**src/rtl/fifo_ctrl_pkg.sv**
```systemverilog
// rtl/fifo_ctrl_pkg.sv - shared types and constants for the FIFO access controller
//
// Purpose: FSM state encodings and the geometry of the attached FIFO
//          (4-bit words, 8 slots of which 7 are usable).
// Ports:   none (package).

package fifo_ctrl_pkg;

  localparam int FIFO_WIDTH = 4;
  localparam int FIFO_DEPTH = 7;
  localparam int LEVEL_W    = 3;

  typedef enum logic {
    P_IDLE,
    P_PUSH
  } push_state_t;

  typedef enum logic [1:0] {
    Q_IDLE,
    Q_POP,
    Q_RET
  } pop_state_t;

endpackage

```
**src/rtl/rr_arbiter.sv**
```systemverilog
// rtl/rr_arbiter.sv - stateless round-robin grant selection
//
// Purpose: picks the first asserted request at or after ptr, wrapping at NREQ.
//          The pointer register is owned by the caller.
// Ports:
//   req         in   NREQ  request vector
//   ptr         in   IW    highest-priority requester index
//   grant       out  NREQ  one-hot grant (all zero when no request)
//   grant_idx   out  IW    index of the granted requester
//   grant_valid out  1     at least one request present

module rr_arbiter #(
  parameter int NREQ = 2,
  parameter int IW   = $clog2(NREQ)
) (
  input  logic [NREQ-1:0] req,
  input  logic [IW-1:0]   ptr,
  output logic [NREQ-1:0] grant,
  output logic [IW-1:0]   grant_idx,
  output logic            grant_valid
);

  logic [IW-1:0] cand;

  // Walk the requesters in priority order ptr, ptr+1, ... and keep the first hit.
  always_comb begin
    grant       = '0;
    grant_idx   = '0;
    grant_valid = 1'b0;
    cand        = '0;
    for (int i = 0; i < NREQ; i++) begin
      cand = IW'((int'(ptr) + i) % NREQ);
      if (!grant_valid && req[cand]) begin
        grant_valid     = 1'b1;
        grant_idx       = cand;
        grant[cand]     = 1'b1;
      end
    end
  end

endmodule

```
**src/rtl/fifo_access_ctrl.sv**
```systemverilog
// rtl/fifo_access_ctrl.sv - shared push port and pulsed pop port for an 8-slot FIFO
//
// Purpose: arbitrates NREQ producers onto the FIFO write port with one-cycle
//          en_in pulses separated by a low gap, converts a level pop request
//          into en_out pulses returning the popped word, and tracks occupancy.
// Ports:
//   clock, reset          system clock, asynchronous active-high reset
//   req / req_data        per-producer push request and data (i at [i*WIDTH +: WIDTH])
//   ack                   one-hot pulse coinciding with the producer's write
//   pop_req               consumer pop request (level)
//   pop_valid / pop_data  one-cycle strobe and the popped word (held until next pop)
//   level                 entries currently held
//   fifo_en_in / fifo_in  FIFO write strobe and data
//   fifo_en_out           FIFO read strobe
//   fifo_out              FIFO read data
//   fifo_full/fifo_empty  FIFO status flags

module fifo_access_ctrl
  import fifo_ctrl_pkg::*;
#(
  parameter int NREQ  = 2,
  parameter int WIDTH = FIFO_WIDTH,
  parameter int DEPTH = FIFO_DEPTH
) (
  input  logic                  clock,
  input  logic                  reset,
  input  logic [NREQ-1:0]       req,
  input  logic [NREQ*WIDTH-1:0] req_data,
  output logic [NREQ-1:0]       ack,
  input  logic                  pop_req,
  output logic                  pop_valid,
  output logic [WIDTH-1:0]      pop_data,
  output logic [LEVEL_W-1:0]    level,
  output logic                  fifo_en_in,
  output logic [WIDTH-1:0]      fifo_in,
  output logic                  fifo_en_out,
  input  logic [WIDTH-1:0]      fifo_out,
  input  logic                  fifo_full,
  input  logic                  fifo_empty
);

  localparam int PTR_W = $clog2(NREQ);

  push_state_t p_state, p_state_d;
  pop_state_t  q_state, q_state_d;

  logic [PTR_W-1:0]   rr_ptr, rr_ptr_d;
  logic [NREQ-1:0]    gnt;
  logic [PTR_W-1:0]   gnt_idx;
  logic               gnt_valid;
  logic [WIDTH-1:0]   win_data;

  logic               en_in_d;
  logic [NREQ-1:0]    ack_d;
  logic [WIDTH-1:0]   fifo_in_d;

  logic               en_out_d;
  logic               pop_valid_d;
  logic [WIDTH-1:0]   pop_data_d;

  logic [LEVEL_W-1:0] level_d;

  rr_arbiter #(
    .NREQ (NREQ),
    .IW   (PTR_W)
  ) u_arb (
    .req         (req),
    .ptr         (rr_ptr),
    .grant       (gnt),
    .grant_idx   (gnt_idx),
    .grant_valid (gnt_valid)
  );

  always_comb begin
    win_data = '0;
    for (int i = 0; i < NREQ; i++) begin
      if (gnt_idx == PTR_W'(i)) begin
        win_data = req_data[i*WIDTH +: WIDTH];
      end
    end
  end

  // Push FSM: every push is followed by a P_PUSH cycle with en_in low, so the
  // FIFO sees a clean rising edge per word and flags are fresh at the next grant.
  always_comb begin
    p_state_d = p_state;
    en_in_d   = 1'b0;
    ack_d     = '0;
    fifo_in_d = fifo_in;
    rr_ptr_d  = rr_ptr;
    case (p_state)
      P_IDLE: begin
        if (gnt_valid && !fifo_full) begin
          en_in_d   = 1'b1;
          ack_d     = gnt;
          fifo_in_d = win_data;
          rr_ptr_d  = (gnt_idx == PTR_W'(NREQ - 1)) ? '0 : gnt_idx + PTR_W'(1);
          p_state_d = P_PUSH;
        end
      end
      P_PUSH: begin
        p_state_d = P_IDLE;
      end
      default: begin
        p_state_d = P_IDLE;
      end
    endcase
  end

  always_ff @(posedge clock or posedge reset) begin
    if (reset) begin
      p_state    <= P_IDLE;
      rr_ptr     <= '0;
      fifo_en_in <= 1'b0;
      ack        <= '0;
      fifo_in    <= '0;
    end else begin
      p_state    <= p_state_d;
      rr_ptr     <= rr_ptr_d;
      fifo_en_in <= en_in_d;
      ack        <= ack_d;
      fifo_in    <= fifo_in_d;
    end
  end

  // Pop FSM: the FIFO presents the new word after the Q_POP cycle, so it is
  // captured in Q_RET rather than directly after the pulse.
  always_comb begin
    q_state_d   = q_state;
    en_out_d    = 1'b0;
    pop_valid_d = 1'b0;
    pop_data_d  = pop_data;
    case (q_state)
      Q_IDLE: begin
        if (pop_req && !fifo_empty) begin
          en_out_d  = 1'b1;
          q_state_d = Q_POP;
        end
      end
      Q_POP: begin
        q_state_d = Q_RET;
      end
      Q_RET: begin
        pop_valid_d = 1'b1;
        pop_data_d  = fifo_out;
        q_state_d   = Q_IDLE;
      end
      default: begin
        q_state_d = Q_IDLE;
      end
    endcase
  end

  always_ff @(posedge clock or posedge reset) begin
    if (reset) begin
      q_state     <= Q_IDLE;
      fifo_en_out <= 1'b0;
      pop_valid   <= 1'b0;
      pop_data    <= '0;
    end else begin
      q_state     <= q_state_d;
      fifo_en_out <= en_out_d;
      pop_valid   <= pop_valid_d;
      pop_data    <= pop_data_d;
    end
  end

  // Level moves together with the pulse that causes it; a simultaneous push
  // and pop cancel. The bounds guards only matter if the flags disagree.
  always_comb begin
    level_d = level;
    if (en_in_d && !en_out_d && level != LEVEL_W'(DEPTH)) begin
      level_d = level + LEVEL_W'(1);
    end else if (en_out_d && !en_in_d && level != '0) begin
      level_d = level - LEVEL_W'(1);
    end
  end

  always_ff @(posedge clock or posedge reset) begin
    if (reset) begin
      level <= '0;
    end else begin
      level <= level_d;
    end
  end

  always_ff @(posedge clock) begin
    if (!reset) begin
      assert (!(en_in_d && !en_out_d && level == LEVEL_W'(DEPTH)));
      assert (!(en_out_d && !en_in_d && level == '0));
    end
  end

endmodule
```
**config.mk**
```make
export PLATFORM = sky130hd
export DESIGN_NAME = fifo_access_ctrl
export DESIGN_NICKNAME = d
export VERILOG_FILES = /design/src/rtl/fifo_ctrl_pkg.sv /design/src/rtl/rr_arbiter.sv /design/src/rtl/fifo_access_ctrl.sv
export SDC_FILE = /design/constraint.sdc
export NUM_CORES = 1
export LEC_CHECK = 0
export ABC_AREA = 1
export CORE_MARGIN = 2
export CORE_UTILIZATION = 44
export CTS_CLUSTER_DIAMETER = 200
export CTS_CLUSTER_SIZE = 16
export DETAILED_ROUTE_END_ITERATION = 6
export PLACE_DENSITY_LB_ADDON = 0.25
export REMOVE_ABC_BUFFERS = 1
export SYNTH_ARGS = -nofsm -noshare
export SYNTH_HDL_FRONTEND = slang
export SYNTH_SLANG_ARGS = --single-unit
```
**constraint.sdc**
```tcl
create_clock -name clock -period 5.35 [get_ports clock]
set_clock_uncertainty 0.15 [all_clocks]
set_input_delay 0.8025 -clock clock [delete_from_list [all_inputs] [get_ports clock]]
set_output_delay 0.8025 -clock clock [all_outputs]
set_load 0.02 [all_outputs]
```
==> results.ini <==
[outcome]
status = finished, final reports clean

[timing]
holdWs_ps = 306
slew_violations = 0
setup_viol = 0
rsz0062_at_grt = false
relSlewSlack = 0.528
worst_pin_slew_ps = 707
period_needed_ps = 2420
setup_tns_ps = 0
fmax_ghz = 0.413
fin_crit_sh = 0.453
hold_viol_final = 0

[critical_path]
cp-end-kind = register
cp.required_ps = 5390
worstSetupStartpointType = primary input
cp_slowest_cell = clkdlybuf4s50_1
worstPathArrival_ps = 2460
max_stage_delay_ps = 450
cp.buffers_inverters = 3
critPathMaxFanout = 9
critPathTopFamily = buffers and inverters
worstPathCellList = clkdlybuf4s50_1, nor2_4, nand2_4, inv_2, nand3_2, fa_1, inv_1, nand4_1, nand3_1, nand2_1
worst-setup-path-type = primary input to register

[route]
vias = 731
wl_per_cell_um = 11.2
ant_nets = 0
vias_per_cell = 4.63
drtIter0Drc = 10
wirelength_um = 1770
drcViolationCount = 0
first_pass_iters = 4

[logic_synthesis]
synth_warnings = 0
synth_top_area_cell = dfrtp_1
synth.most_common_cell = nand2_1
synthTopCellsByCount = nand2_1, dfrtp_1, inv_1, nand3_1, nor2_1
synth_edf_count = 0
yosys.area.top_type_share = 0.565
synth_area_um2 = 842
synth_seq_cells = 19
synthCells = 96
synth_cell_types = 17
ys_async_sr_fraction = 1.00
ys_seq_area_frac = 0.565
synth_area_leaders = dfrtp_1, nand2_1, nand3_1
syn_avg_cell_area_um2 = 8.77
synth_flop_cell = dfrtp_1

[cts]
clk_root_buffer_cell = clkbuf_4
hold_buffers = 0
cts_tree = yes
htreeDepth = 1
path_clk_slew_ps = 100
cts_made_buffers = 3
clk_path_buf_depth = 2
cts_setup_buffers = 0
postCtsResizedCells = 0
clock_latency_ps = 290
cts_sinks = 19

[placed_design]
place_congestion = 0.750
place_hpwl_um = 1400
port_buffers = 34

[floorplanning]
num_io_pins = 35
die-height_um = 47.7
die_w_um = 47.7
core_um2 = 1760
start_util = 0.477
die-area_um2 = 2280
rows = 15

[power_and_ir_drop]
pwr-share-clk = 0.153
p_leak_nw = 0.607
p_sw_uw = 164
power.density_nw_per_um2 = 371
ir_drop_uv = 223
p_seq_frac = 0.441
share_comb_of_total_power = 0.406
switching_share = 0.360
intPower_uw = 292
total_power_uw = 456

[layout]
nFillCells = 138
multi_input_comb_area_um2 = 310
diodes = 0
area_growth_pct = 45.9
nets = 154
layout.area.seq_um2 = 475
drive_gt1_frac = 0.0827

[global_routing]
antenna_found_initial = 0
grt_pass1_wl_um = 2700
grt_pass1_vias = 665
overflow = 0
grt_usage = 0.184
grt_max_degree = 20

[run]
max_cap_viol_count = 0

[worst_hold_path]
hp-class = register to register

## through the flow
stage	utilization	cell area (um^2)	std cells	setup slack, ps
2_1_floorplan	-	831	95	3230
3_3_place_gp	0.682	1200	154	2710
3_5_place_dp	0.682	1200	154	2610
4_1_cts	0.696	1230	158	2940
5_1_grt	0.696	1230	158	2850
6_report	0.696	1230	158	2930
## final cells by class
cell class / count / area share
Clock buffer: 4 / 0.0214
Multi-Input combinational cell: 64 / 0.253
Timing Repair Buffer: 34 / 0.277
Inverter: 12 / 0.0367
Sequential cell: 19 / 0.387
Tap cell: 25 / 0.0255
## sequential cells by signal (all words and copies together), names as in the netlist
name         flops
level            3
fifo_in          4
pop_data         4
ack              2
fifo_en_in       1
fifo_en_out      1
q_state          2
pop_valid        1
rr_ptr           1
## metal layers
metal  up-vias  part of all wire  track usage  routed length [um]
met1       333              0.42        0.212                 741
met5         -                 0            0                   0
met3         6             0.047       0.0491                  83
li1        367                 -            -                   -
met2        25              0.50        0.293                 886
met4         0             0.032        0.130                  56
## worst reg2reg max path, stage by stage, from the launching register on
cell and delay (ps):
dfrtp_1 430, nor2_4 110, nand2_4 90, inv_2 100, nand3_2 120, fa_1 430
inv_1 90, nand4_1 90, nand3_1 100, nand2_1 50
## power groups by stage
stage	logic (mW)	registers, mW	clock network, mW
2_1_floorplan	0.0680	0.234	0
3_3_place_gp	0.180	0.203	0
3_5_place_dp	0.187	0.203	0
4_1_cts	0.188	0.201	0.0719
5_1_grt	0.205	0.204	0.0798
6_report	0.185	0.201	0.0700
## cells by family (layout without fill, tap and decap cells)
logic type / after synthesis / after routing / synth area share
AOI/OAI and AO/OA: 2 / 2 / 0.0149
buffers and inverters: 13 / 50 / 0.0669
adders and majority gates: 1 / 1 / 0.0238
DFF: 19 / 19 / 0.565
and+or+nand+nor: 61 / 61 / 0.330
## path summary, 6_finish.rpt
| kind | from | end | slack (ps) | cells after the start |
|---|---|---|---|---|
| worst min-delay path | q_state[1] | q_state[1] | 310 | 1 |
| min in group asynchronous | reset | pop_data[0] | 770 | 2 |
| worst max-delay path | fifo_full | level[2] | 2930 | 10 |
| worst max register to register | fifo_en_in | level[2] | 3490 | 9 |
| max in group asynchronous | reset | pop_data[1] | 3840 | 2 |
| worst min register to register | q_state[1] | q_state[1] | 310 | 1 |
## cells in the final DEF, fill, tap and decap left out, drive strengths merged
cell	count
clkbuf	4
o21ai	1
nand2	38
nor2	9
nand3	11
dfrtp	19
fa	1
a21o	1
nand4	2
and2	1
clkdlybuf4s50	34
inv	12
Note: power is estimated with default switching activity, not from simulation.
==> RTL edit 1, RTL diff (same settings) <==
The 3 states of `pop_state_t` get a one-hot encoding in 3 bits.
--- a/src/rtl/fifo_ctrl_pkg.sv
+++ b/src/rtl/fifo_ctrl_pkg.sv
@@ -15,10 +15,10 @@
     P_PUSH
   } push_state_t;
 
-  typedef enum logic [1:0] {
-    Q_IDLE,
-    Q_POP,
-    Q_RET
+  typedef enum logic [2:0] {
+    Q_IDLE = 3'b001,
+    Q_POP  = 3'b010,
+    Q_RET  = 3'b100
   } pop_state_t;
 
 endpackage
Behaviour: no difference found for any inputs over 10 cycles, from zero or initial values and one cycle with reset high; not proved beyond that.
==> RTL edit 1 against the original RTL <==
  * Synthesized area increased by 3.9%
  * Setup slack better by 0.056 ns
  * Final cell count increased by 1.3%
  * Synthesized cell count is the same
  * Largest cell class unchanged
  * Wire length fell by 1.1%
  * Sequential cell count is 1 higher
  * Total power up 5.8%
  * Worst hold slack improved by 0.038 ns
  * Global-route usage is 2.2 points lower
  * Cell area grew 3.7%
==> RTL edit 1: results <==
{
  "synth_common_cells": "36 x nand2_1, 19 x dfrtp_1, 9 x nand3_1",
  "grt_max_degree": 21,
  "grt_pass1_wl_um": 2990,
  "hpwl_um": 1390,
  "io_buffers": 34,
  "clk_pin_slew_ns": 0.11,
  "r2r-end": "level[2]$_DFFE_PP0P_",
  "total_leakage_power_nw": 0.623,
  "min_to": "pop_data[3]$_DFFE_PP0P_",
  "hold_path_class": "reg -> reg",
  "layout-drive-gt1-share_pct": 12.0,
  "crit_arrival_ns": 1.41,
  "ys_types": 20,
  "critical_path.max_stage_delay_ns": 0.64,
  "synth-seq-area-share_pct": 57.4,
  "post-cts-setup-buffers": 0,
  "netlist_top_cells_area": "dfrtp_1 54%, nand2_1 15%, nand3_1 5.2%",
  "crit_family": "buffers and inverters",
  "holdWs_ns": 0.344,
  "postPlaceCellArea_mm2": 0.00124,
  "cts_root_buffer": "clkbuf_4",
  "grtUsageTotal_pct": 16.2,
  "reg2reg_from": "fifo_en_in$_DFF_PP0_",
  "critPathMaxFanout": 6,
  "n_antenna_cell": 0,
  "numCtsBuffers": 3,
  "place.gp.congestion": 0.719,
  "antenna_found_initial": 0,
  "clk_path_buf_depth": 2,
  "wirelength_um": 1750,
  "reg2reg_slack_ns": 3.56,
  "slew_headroom_pct": 52.8,
  "synth_warnings": 0,
  "nets": 154,
  "grt_pass1_vias": 739,
  "place_ws_ns": 2.66,
  "synth_area_leader_cell": "dfrtp_1",
  "min-delay-start": "pop_data[3]$_DFFE_PP0P_",
  "reg_top3": "fifo_in x4, pop_data x4",
  "ir_drop_uv": 229,
  "dr.pass1.iters": 2,
  "cts-resized-gates": 0,
  "synth.most_common_cell": "nand2_1",
  "holdPathStages": 2,
  "htreeDepth": 1,
  "via_per_inst": 4.51,
  "drt_iter0_markers": 4,
  "status": "complete, no violations"
}
-- RTL edit 1: metal layers --
layer	track usage (%)	share of wire [%]
met1	17.6	41
met2	31.3	53
met4	4.29	1.2
met3	3.70	5.5
met5	0	0
-- RTL edit 1: per-stage QoR --
step | std cells | utilization, % | power, mW
6_report | 160 | 66.3 | 0.482
3_3_place_gp | 156 | 64.4 | 0.393
3_5_place_dp | 156 | 64.4 | 0.403
2_1_floorplan | 95 | - | 0.314
5_1_grt | 160 | 66.3 | 0.517
4_1_cts | 160 | 66.3 | 0.491
-- RTL edit 1: layout make-up --
class | count | area, um2
Fill cell | 180 | 648
Sequential cell | 20 | 502
Timing Repair Buffer | 34 | 340
Multi-Input combinational cell | 63 | 317
Inverter | 12 | 45.0
Clock buffer | 4 | 36.3
Tap cell | 27 | 33.8
-- RTL edit 1: worst max path at each step --
| stage | to | depth (start not counted) | start | slack, ns |
|---|---|---|---|---|
| 3_3_place_gp | level[2]$_DFFE_PP0P_ | 11 | req[1] | 2.77 |
| 4_1_cts | level[0] | 1 | level[0]$_DFFE_PP0P_ | 2.96 |
| 6_report | level[0] | 1 | level[0]$_DFFE_PP0P_ | 2.98 |
| 3_5_place_dp | level[2]$_DFFE_PP0P_ | 11 | req[1] | 2.66 |
| 5_1_grt | level[2]$_DFFE_PP0P_ | 12 | req[1] | 2.89 |
| 2_1_floorplan | level[2]$_DFFE_PP0P_ | 9 | fifo_full | 3.30 |
-- RTL edit 1: report_power, final --
group	total, mW	switching [mW]	internal (mW)	leakage [nW]
Combinational	0.189	0.0984	0.0905	0.360
Sequential	0.207	0.0253	0.182	0.242
Clock	0.0862	0.0447	0.0414	0.0210
Total	0.482	0.168	0.314	0.623
-- RTL edit 1: kinds of logic after synthesis --
family                   synth area share (%)
flip-flops                               57.4
adder cells (fa/ha/maj)                  2.29
AO/OA/AOI/OAI                            2.00
buffers and inverters                    6.44
AND/OR/NAND/NOR                          31.9
-- RTL edit 1: worst register-to-register path, stage by stage, from the launching register on --
cell and delay (ns):
dfrtp_1 0.42, nor2_4 0.17, nand2_8 0.09, nor2_2 0.11, nand2_2 0.09, fa_1 0.40
nand2_1 0.11, nand2_1 0.06, nand2_1 0.06, nand2_1 0.05
==> RTL edit 2, RTL diff (same flow settings) <==
Made on the original files. Set the package constant `LEVEL_W` to 4 (it was 3).
--- a/src/rtl/fifo_ctrl_pkg.sv
+++ b/src/rtl/fifo_ctrl_pkg.sv
@@ -8,7 +8,7 @@
 
   localparam int FIFO_WIDTH = 4;
   localparam int FIFO_DEPTH = 7;
-  localparam int LEVEL_W    = 3;
+  localparam int LEVEL_W    = 4;
 
   typedef enum logic {
     P_IDLE,
Ports: changed (resized level); port bits go from 35 to 36. The function was not compared with the original's and may differ.
==> RTL edit 2 against the original RTL <==
  * Synthesized cell count rose by 18%
  * Core utilization fell by 4.3 points
  * Final cell count rose by 14%
  * Wire length rose by 20%
  * Largest power group is now combinational cells
  * Cell area rose by 18%
  * Synthesized area rose by 22%
  * Clock power rose by 24%
  * Sequential cell count rose by 1
  * Largest cell class unchanged
  * Total power rose by 23%
  * Setup slack got worse by 0.18 ns
  * Sequential share of layout area fell by 4.1 points
  * Critical path type unchanged
==> RTL edit 2: results <==
{
  "status": "complete, no violations",
  "wire_per_inst_um": 11.8,
  "postPlaceCellArea_mm2": 0.00141,
  "synth_xor_area_share_pct": 0.856,
  "via_per_inst": 4.73,
  "fin_crit_ns": 2.60,
  "grtUsageTotal_pct": 18.1,
  "netlist_top_cells_area": "dfrtp_1 49%, nand2_1 9.2%, inv_1 4.8%",
  "synth-seq-area-share_pct": 48.9,
  "grt_pass1_wl_um": 3620,
  "holdWs_ns": 0.298,
  "reg2reg_depth": 11,
  "place.gp.congestion": 0.822,
  "drt_iter0_markers": 6,
  "nets": 175,
  "synth_area_per_cell_um2": 9.06,
  "reg_top3": "fifo_in x4, level x4, pop_data x4",
  "worstMarginPinSlew_ns": 0.742,
  "reg2reg_slack_ns": 3.34,
  "place_ws_ns": 2.44,
  "ir_drop_uv": 251,
  "critical_path.max_stage_delay_ns": 0.54,
  "io_buffers": 35,
  "r2r-end": "level[3]$_DFFE_PP0P_",
  "grt_pass1_vias": 832,
  "grt_max_degree": 21,
  "crit_path_start": "req[1]",
  "fill_cells": 203,
  "crit_family": "simple AND/OR/NAND/NOR gates",
  "ys_types": 19,
  "hpwl_um": 1720,
  "critPathMaxFanout": 7,
  "total_leakage_power_nw": 0.682,
  "fin_tns_setup_ns": 0,
  "synthAdderAreaFrac_pct": 4.40,
  "synth_common_cells": "25 x nand2_1, 20 x dfrtp_1, 13 x inv_1, 13 x nor2_1, 8 x o21ai_0",
  "layout-drive-gt1-share_pct": 16.4,
  "vias": 852,
  "synth_compound_area_share_pct": 6.48,
  "crit_arrival_ns": 2.65,
  "yosys_most_used_dff": "dfrtp_1"
}
-- RTL edit 2: area by class of cell --
class | instances | area (um2) | area share [%]
multi-input combinational | 77 | 463 | 32.0
inverter | 16 | 60.1 | 4.16
clock buffer | 4 | 36.3 | 2.51
sequential | 20 | 500 | 34.6
timing repair buffer | 35 | 350 | 24.2
tap | 28 | 35.0 | 2.42
-- RTL edit 2: cells by family (layout without fill, tap and decap cells) --
group / count (synthesis) / count (layout)
buf+inv: 16 / 55
fa+ha+maj: 3 / 3
compound gates: 11 / 11
simple gates: 62 / 62
xor+xnor: 1 / 1
flops: 20 / 20
-- RTL edit 2: per-layer routing --
metal / wire length, um / global-route usage, %
met1: 901 / 21.6
met2: 1110 / 32.3
met3: 92 / 3.71
met4: 17 / 6.41
met5: 0 / 0
-- RTL edit 2: where the power goes --
part / switching (mW) / leakage [nW] / internal (mW)
clock network: 0.0453 / 0.0210 / 0.0415
logic: 0.140 / 0.411 / 0.119
registers: 0.0323 / 0.250 / 0.184
